File: src/rtl/logic_reduce_acc_if.sv
// Producer/consumer bus for logic_reduce_acc.
// Optional macro LOGIC_REDUCE_ONES_EN adds the ones_cnt result field.
interface logic_reduce_acc_if #(
    parameter int WIDTH = 4,
    parameter int CNT_W = 5
);
`ifdef LOGIC_REDUCE_ONES_EN
    localparam int ONES_W = $clog2(WIDTH + 1);
`endif

    // Producer side
    logic [WIDTH-1:0] in_data;
    logic             in_valid;
    logic             in_last;
    logic [1:0]       mode;
    logic             in_ready;

    // Consumer side
    logic [WIDTH-1:0] res_vec;
    logic             res;
    logic [CNT_W-1:0] frame_len;
    logic             ovf;
    logic             out_valid;
    logic             out_ready;
`ifdef LOGIC_REDUCE_ONES_EN
    logic [ONES_W-1:0] ones_cnt;
`endif

    // Environment: drives words and consumes results
    modport master (
        output in_data, in_valid, in_last, mode, out_ready,
        input  in_ready, res_vec, res, frame_len, ovf, out_valid
`ifdef LOGIC_REDUCE_ONES_EN
        , input ones_cnt
`endif
    );

    // Reduction block
    modport slave (
        input  in_data, in_valid, in_last, mode, out_ready,
        output in_ready, res_vec, res, frame_len, ovf, out_valid
`ifdef LOGIC_REDUCE_ONES_EN
        , output ones_cnt
`endif
    );
endinterface

File: src/rtl/logic_reduce_acc.sv
// Registered frame reducer: folds a stream of WIDTH-bit words into an accumulated
// vector plus a single reduced bit, mode (AND/OR/XOR/NAND) latched per frame.
// Optional macro LOGIC_REDUCE_ONES_EN adds ones_cnt, the popcount of res_vec.
module logic_reduce_acc #(
    parameter int WIDTH     = 4,
    parameter int MAX_WORDS = 16,
    parameter int CNT_W     = $clog2(MAX_WORDS + 1)
) (
    input logic                clk,
    input logic                rst_n,
    logic_reduce_acc_if.slave  bus
);
    localparam logic [1:0] StIdle  = 2'd0;
    localparam logic [1:0] StAccum = 2'd1;
    localparam logic [1:0] StHold  = 2'd2;

    localparam logic [1:0] ModeAnd  = 2'b00;
    localparam logic [1:0] ModeOr   = 2'b01;
    localparam logic [1:0] ModeXor  = 2'b10;
    localparam logic [1:0] ModeNand = 2'b11;

    logic [1:0]       state_q, state_d;
    logic [WIDTH-1:0] acc_q, acc_d;
    logic [CNT_W-1:0] cnt_q, cnt_d;
    logic [1:0]       mode_q, mode_d;
    logic [WIDTH-1:0] res_vec_q, res_vec_d;
    logic             res_q, res_d;
    logic [CNT_W-1:0] frame_len_q, frame_len_d;
    logic             ovf_q, ovf_d;
    logic             out_valid_q, out_valid_d;
    logic             in_ready;
    logic             accept;
    logic             done;

    // NAND accumulates as AND; the inversion is applied only to the result
    function automatic logic [WIDTH-1:0] combine(input logic [1:0] m,
                                                 input logic [WIDTH-1:0] a,
                                                 input logic [WIDTH-1:0] b);
        case (m)
            ModeOr:  return a | b;
            ModeXor: return a ^ b;
            default: return a & b;
        endcase
    endfunction

    function automatic logic reduce_bits(input logic [1:0] m, input logic [WIDTH-1:0] v);
        case (m)
            ModeAnd: return &v;
            ModeOr:  return |v;
            ModeXor: return ^v;
            default: return ~&v;
        endcase
    endfunction

    // in_ready depends on state only, never on in_valid/out_ready
    assign in_ready = (state_q != StHold);
    assign accept   = bus.in_valid && in_ready;

    // Next-state: frame accumulation, termination and result capture
    always_comb begin
        state_d     = state_q;
        acc_d       = acc_q;
        cnt_d       = cnt_q;
        mode_d      = mode_q;
        ovf_d       = ovf_q;
        out_valid_d = out_valid_q;
        res_vec_d   = res_vec_q;
        res_d       = res_q;
        frame_len_d = frame_len_q;
        done        = 1'b0;

        case (state_q)
            StIdle: begin
                if (accept) begin
                    acc_d  = bus.in_data;
                    mode_d = bus.mode;
                    cnt_d  = CNT_W'(1);
                    ovf_d  = 1'b0;
                    if (bus.in_last || (MAX_WORDS == 1)) begin
                        state_d = StHold;
                        done    = 1'b1;
                        // Only a single-word limit can force-terminate here
                        ovf_d   = !bus.in_last;
                    end else begin
                        state_d = StAccum;
                    end
                end
            end
            StAccum: begin
                if (accept) begin
                    acc_d = combine(mode_q, acc_q, bus.in_data);
                    cnt_d = cnt_q + CNT_W'(1);
                    if (bus.in_last) begin
                        state_d = StHold;
                        done    = 1'b1;
                    end else if (cnt_d == CNT_W'(MAX_WORDS)) begin
                        state_d = StHold;
                        done    = 1'b1;
                        ovf_d   = 1'b1;
                    end
                end
            end
            StHold: begin
                if (bus.out_ready) begin
                    out_valid_d = 1'b0;
                    state_d     = StIdle;
                end
            end
            default: state_d = StIdle;
        endcase

        // res reduces res_vec (already inverted in NAND mode) with the frame's mode
        if (done) begin
            out_valid_d = 1'b1;
            res_vec_d   = (mode_d == ModeNand) ? ~acc_d : acc_d;
            res_d       = reduce_bits(mode_d, res_vec_d);
            frame_len_d = cnt_d;
        end
    end

    // State and result registers
    always_ff @(posedge clk or negedge rst_n) begin
        if (!rst_n) begin
            state_q     <= StIdle;
            acc_q       <= '0;
            cnt_q       <= '0;
            mode_q      <= ModeAnd;
            res_vec_q   <= '0;
            res_q       <= 1'b0;
            frame_len_q <= '0;
            ovf_q       <= 1'b0;
            out_valid_q <= 1'b0;
        end else begin
            state_q     <= state_d;
            acc_q       <= acc_d;
            cnt_q       <= cnt_d;
            mode_q      <= mode_d;
            res_vec_q   <= res_vec_d;
            res_q       <= res_d;
            frame_len_q <= frame_len_d;
            ovf_q       <= ovf_d;
            out_valid_q <= out_valid_d;
        end
    end

`ifdef LOGIC_REDUCE_ONES_EN
    localparam int ONES_W = $clog2(WIDTH + 1);
    logic [ONES_W-1:0] ones_q, ones_d;

    // Popcount of the next res_vec, so it lands on the same edge as res_vec
    always_comb begin
        ones_d = '0;
        for (int i = 0; i < WIDTH; i++) begin
            ones_d = ones_d + ONES_W'(res_vec_d[i]);
        end
    end

    // Popcount register
    always_ff @(posedge clk or negedge rst_n) begin
        if (!rst_n) begin
            ones_q <= '0;
        end else begin
            ones_q <= ones_d;
        end
    end

    assign bus.ones_cnt = ones_q;
`endif

    assign bus.in_ready  = in_ready;
    assign bus.res_vec   = res_vec_q;
    assign bus.res       = res_q;
    assign bus.frame_len = frame_len_q;
    assign bus.ovf       = ovf_q;
    assign bus.out_valid = out_valid_q;

endmodule

File: src/flat_wrapper.sv
// flat-port wrapper written by rule: the top's interface ports become plain ports
module logic_reduce_acc_flat 
#(
    parameter int WIDTH     = 4,
    parameter int MAX_WORDS = 16,
    parameter int CNT_W     = $clog2(MAX_WORDS + 1)
)
  (clk, rst_n, bus_in_data, bus_in_valid, bus_in_last, bus_mode, bus_out_ready, bus_in_ready, bus_res_vec, bus_res, bus_frame_len, bus_ovf, bus_out_valid);
  logic_reduce_acc_if #(.WIDTH(WIDTH), .CNT_W(CNT_W)) bus_i ();
  input logic clk;
  input logic rst_n;
  input wire logic [$bits(bus_i.in_data)-1:0] bus_in_data;
  input wire logic [$bits(bus_i.in_valid)-1:0] bus_in_valid;
  input wire logic [$bits(bus_i.in_last)-1:0] bus_in_last;
  input wire logic [$bits(bus_i.mode)-1:0] bus_mode;
  input wire logic [$bits(bus_i.out_ready)-1:0] bus_out_ready;
  output wire logic [$bits(bus_i.in_ready)-1:0] bus_in_ready;
  output wire logic [$bits(bus_i.res_vec)-1:0] bus_res_vec;
  output wire logic [$bits(bus_i.res)-1:0] bus_res;
  output wire logic [$bits(bus_i.frame_len)-1:0] bus_frame_len;
  output wire logic [$bits(bus_i.ovf)-1:0] bus_ovf;
  output wire logic [$bits(bus_i.out_valid)-1:0] bus_out_valid;
  assign bus_i.in_data = bus_in_data;
  assign bus_i.in_valid = bus_in_valid;
  assign bus_i.in_last = bus_in_last;
  assign bus_i.mode = bus_mode;
  assign bus_i.out_ready = bus_out_ready;
  assign bus_in_ready = bus_i.in_ready;
  assign bus_res_vec = bus_i.res_vec;
  assign bus_res = bus_i.res;
  assign bus_frame_len = bus_i.frame_len;
  assign bus_ovf = bus_i.ovf;
  assign bus_out_valid = bus_i.out_valid;
  logic_reduce_acc #(.WIDTH(WIDTH), .MAX_WORDS(MAX_WORDS), .CNT_W(CNT_W)) u_core (.clk(clk), .rst_n(rst_n), .bus(bus_i));
endmodule
File: config.mk
export PLATFORM = sky130hd
export DESIGN_NAME = logic_reduce_acc_flat
export DESIGN_NICKNAME = d
export VERILOG_FILES = /design/src/rtl/logic_reduce_acc_if.sv /design/src/rtl/logic_reduce_acc.sv /design/src/flat_wrapper.sv
export SDC_FILE = /design/constraint.sdc
export NUM_CORES = 1
export LEC_CHECK = 0
export CORE_ASPECT_RATIO = 1.2
export CORE_MARGIN = 8
export CORE_UTILIZATION = 25
export CTS_CLUSTER_SIZE = 12
export DETAILED_ROUTE_END_ITERATION = 10
export PLACE_DENSITY = 0.43
export SYNTH_ARGS = -nofsm -noshare
export SYNTH_HDL_FRONTEND = slang
export SYNTH_SLANG_ARGS = --single-unit
File: constraint.sdc
create_clock -name clk -period 2.9 [get_ports clk]
set_clock_uncertainty 0.1 [all_clocks]
set_input_delay 0.58 -clock clk [delete_from_list [all_inputs] [get_ports clk]]
set_output_delay 0.58 -clock clk [all_outputs]
set_load 0.01 [all_outputs]
==> key figures <==
Run status
  • Outcome: finished with violations
  • Violations in the final reports: negative setup slack

GRT
  • Total gr overflow: 0
  • First-pass GRT wire length: 7.555 mm
  • Overall global routing resource usage: 10.39%
  • Maximum number of pins on one net before global-route repair: 26
  • Vias in the first global route: 1,545
  • Initial antenna violation count: 0

Clock tree
  • CTS tree: built
  • Number of hold-repair buffers added at the cts stage: 0
  • Number of H-tree levels: 1
  • Clock latency on the worst-skew pair: 0.29 ns
  • Clock buffer count from CTS: 3
  • Number of buffers between clock root and the deepest sink: 2
  • Clock slew at reported path FFs: 0.10 ns
  • Num Clock Sinks: 25
  • Clk root buf: clkbuf_8

STA
  • Unrepaired setup endpoints after global routing: true
  • # setup viols final: 1
  • Relative slew slack: 75.74%
  • Final worst path period share: 100.4%
  • Time the final worst path needs with I/O delays and setup: 2.911 ns
  • Final Hold Vio Count: 0
  • Number of pins with negative max-slew slack in the final report: 0
  • Highest attainable clock frequency: 343.5 MHz
  • Worst-case setup margin in the final layout: -0.01081 ns
  • Transition at the pin with the smallest max-transition slack: 0.3617 ns

Detailed routing
  • Post-DR vias/cell: 4.474
  • Routed len/inst: 14.06 um
  • Drt pass-1 iters: 4
  • Total routed wirelength: 4.540 mm
  • Overall via count from detail_route: 1,445
  • Detail Route Antenna Nets: 0
  • Detailed Route Iter0 Violations: 36
  • # DRC: 0

Synthesis
  • Most frequently used cell type in the post-synthesis netlist: dfrtp_1
  • Post-synthesis cell type with the largest combined area: dfrtp_1
  • Cells taking the most area after synthesis: dfrtp_1, ha_1, mux2_2
  • Syn_area_per_cell: 9.355 um2
  • Most used flip-flop cell after synthesis: dfrtp_1
  • Area fraction of the dominant cell type after synthesis: 38.43%
  • Cell types with the highest counts after synthesis: dfrtp_1, inv_1, ha_1, nand2_1, o21ai_0
  • Netlist Area Pre-Place: 1628 um2
  • Count of synthesis-stage warnings from yosys: 0
  • Number of nets produced by synthesis: 200
  • Async set-reset flop share out of synthesis: 100.0%
  • FF+latch count, synth: 25
  • Seq/Total Area, Yosys: 38.43%
  • Number of distinct library cell variants in the gate-level netlist after synthesis: 39
  • Cell count after synthesis: 174
  • Number of enable flip-flop cells after synthesis: 0

Place
  • Number of I/O port buffers: 23
  • Post-DP HPWL: 3.395 mm
  • Gp weighted congestion: 0.7920
  • Number of placed instances, taps included: 307
  • Area of placed instances: 2177 um2

Power and ir drop
  • Combinational cell fraction of total power: 56.0%
  • Portion of total power attributed to the clock network: 13.2%
  • Sw power: 653.0 uW
  • Static Leak: 0.001075 uW
  • Sequential power share: 30.8%
  • Power Internal: 1106 uW
  • Switching share of total power: 37.13%
  • Highest ir drop seen on vdd: 0.2711 mV
  • Areal power density over the cells: 744.0 nW/um2

Floorplanning
  • Die boundary height: 104.4 um
  • Number of I/O pins: 24
  • Die X-Extent: 89.66 um
  • Number of placement rows: 32
  • Total core area: 6366 um2
  • Total Die Area: 9360 um2
  • Starting Density: 25.57%

Cells and area
  • Fraction of final layout cells sized beyond drive strength 1: 31.51%
  • Total Nets Final: 265
  • Combined area of the multi-input logic cells: 978.4 um2
  • Non-filler cells, final: 323
  • Reg area: 628.1 um2
  • Number of antenna cells inserted: 0
  • Layout overhead on the synthesized area: 45.20%
  • Layout fillers: 659
  • Post-route cell area: 2364 um2

Hold path
  • Type of the most critical hold path: flip-flop to flip-flop
  • Start point of the worst hold path: u_core.bus.res_vec[1]
  • Hold-critical path endpoint: u_core.bus.res_vec[1]
  • Hold depth: 2

Setup path
  • R2R cell count: 14
  • Kind of critical path: flip-flop to flip-flop
  • Worst reg2reg path startpoint: u_core.acc_q[2]
  • Worst-path fanout max: 5
  • Arrival time worst endpoint: 3.02 ns
  • Register-to-register setup slack: -0.01 ns
  • Endpoint required time on the critical path: 3.00 ns
  • Destination of the worst register-to-register timing path: u_core.bus.res
  • Sort of element at the start of the critical path: flip-flop
  • Crit path capture type: flip-flop

Job
  • Number of violations of the max-capacitance limit: 0
-- worst max-delay path by stage --
stage / startpoint / to / slack (ns) / cells after the start
floorplan: bus_in_data[2] / u_core.bus.res / 0.002 / 14
global placement: bus_in_data[3] / u_core.bus.res / -0.66 / 15
detailed placement: bus_in_data[3] / u_core.bus.res / -0.74 / 15
CTS: u_core.acc_q[2] / u_core.bus.res / -0.06 / 14
global route: u_core.mode_q[0] / u_core.bus.res / -0.22 / 14
finish: u_core.acc_q[2] / u_core.bus.res / -0.01 / 14
-- registers in the layout, indices dropped and copies added (netlist names) --
name	count
u_core.bus.res	1
u_core.bus.res_vec	4
u_core.bus.out_valid	1
u_core.state_q	2
u_core.bus.frame_len	5
u_core.bus.ovf	1
u_core.cnt_q	5
u_core.acc_q	4
u_core.mode_q	2
-- timing repair --
| action | CTS | global route |
|---|---|---|
| setup buffers | 11 | 1 |
| gates resized for setup | 15 | 9 |
| pin swaps | 13 | 11 |
| setup endpoints to repair | 1 | 1 |
| cloned | 0 | 0 |
-- kinds of logic after synthesis --
family | Yosys count | synth area share (%)
buffers and inverters | 24 | 5.688
adder cells (fa/ha/maj) | 15 | 11.53
XOR/XNOR | 4 | 2.153
AO/OA/AOI/OAI | 43 | 18.06
flip-flops | 25 | 38.43
multiplexers | 11 | 7.302
AND/OR/NAND/NOR | 52 | 16.83
-- per-layer routing --
metal / wire length, um / GRT usage (%) / up-vias
met1: 2090 / 13.01 / 689
met4: 82 / 4.291 / 0
li1: - / - / 731
met5: 0 / 0 / -
met2: 2236 / 16.91 / 19
met3: 130 / 1.581 / 6
-- layout make-up --
type	count	area share [%]
clock inverter	1	0.3176
sequential	25	26.57
multi-input combinational	125	41.40
timing repair buffer	64	22.29
tap	85	4.500
inverter	20	3.176
clock buffer	3	1.747
-- stage by stage --
| stage | worst slack, ns | power [uW] | hold slack (ns) | setup TNS (ns) | util [%] |
|---|---|---|---|---|---|
| 6_report | -0.01081 | 1759 | 0.4117 | -0.01081 | 37.13 |
| 5_1_grt | -0.2186 | 1910 | 0.4435 | -0.2186 | 37.13 |
| 4_1_cts | -0.05868 | 1751 | 0.4233 | -0.05868 | 36.62 |
| 3_5_place_dp | -0.7354 | 1419 | 0.3976 | -0.7394 | 34.20 |
| 3_3_place_gp | -0.6583 | 1418 | 0.3909 | -0.6583 | 34.20 |
| 2_1_floorplan | 0.002069 | 1012 | 0.1844 | 0 | - |
-- power groups by stage --
stage / Clock (uW) / Sequential (uW) / Combinational, uW
final: 232 / 542 / 985
after global routing: 254 / 563 / 1090
after CTS: 245 / 542 / 964
after detailed placement: 0 / 544 / 875
after global placement: 0 / 545 / 873
after floorplan: 0 / 558 / 454
-- layout by cell type, fill, tap and decap left out, drive strengths merged, types with 5 or more instances in the layout --
cell type,instances
buf,43
dfrtp,25
clkdlybuf4s50,20
inv,20
nand2,15
o21ai,15
ha,15
nand2b,9
nor2,8
a21oi,8
mux2,7
nand3,5
-- worst max-delay path: stages, from the launching register on --
cell and delay [ns]:
dfrtp_1 0.36, inv_1 0.06, ha_1 0.28, a221o_1 0.35, a311oi_2 0.29, a21oi_2 0.08
xor2_1 0.19, inv_1 0.10, ha_4 0.29, nand2_1 0.05, a21oi_1 0.14, o22ai_1 0.09
o221ai_1 0.16, a32oi_1 0.10, o31ai_2 0.20
Note: power is estimated with default switching activity, not from simulation.
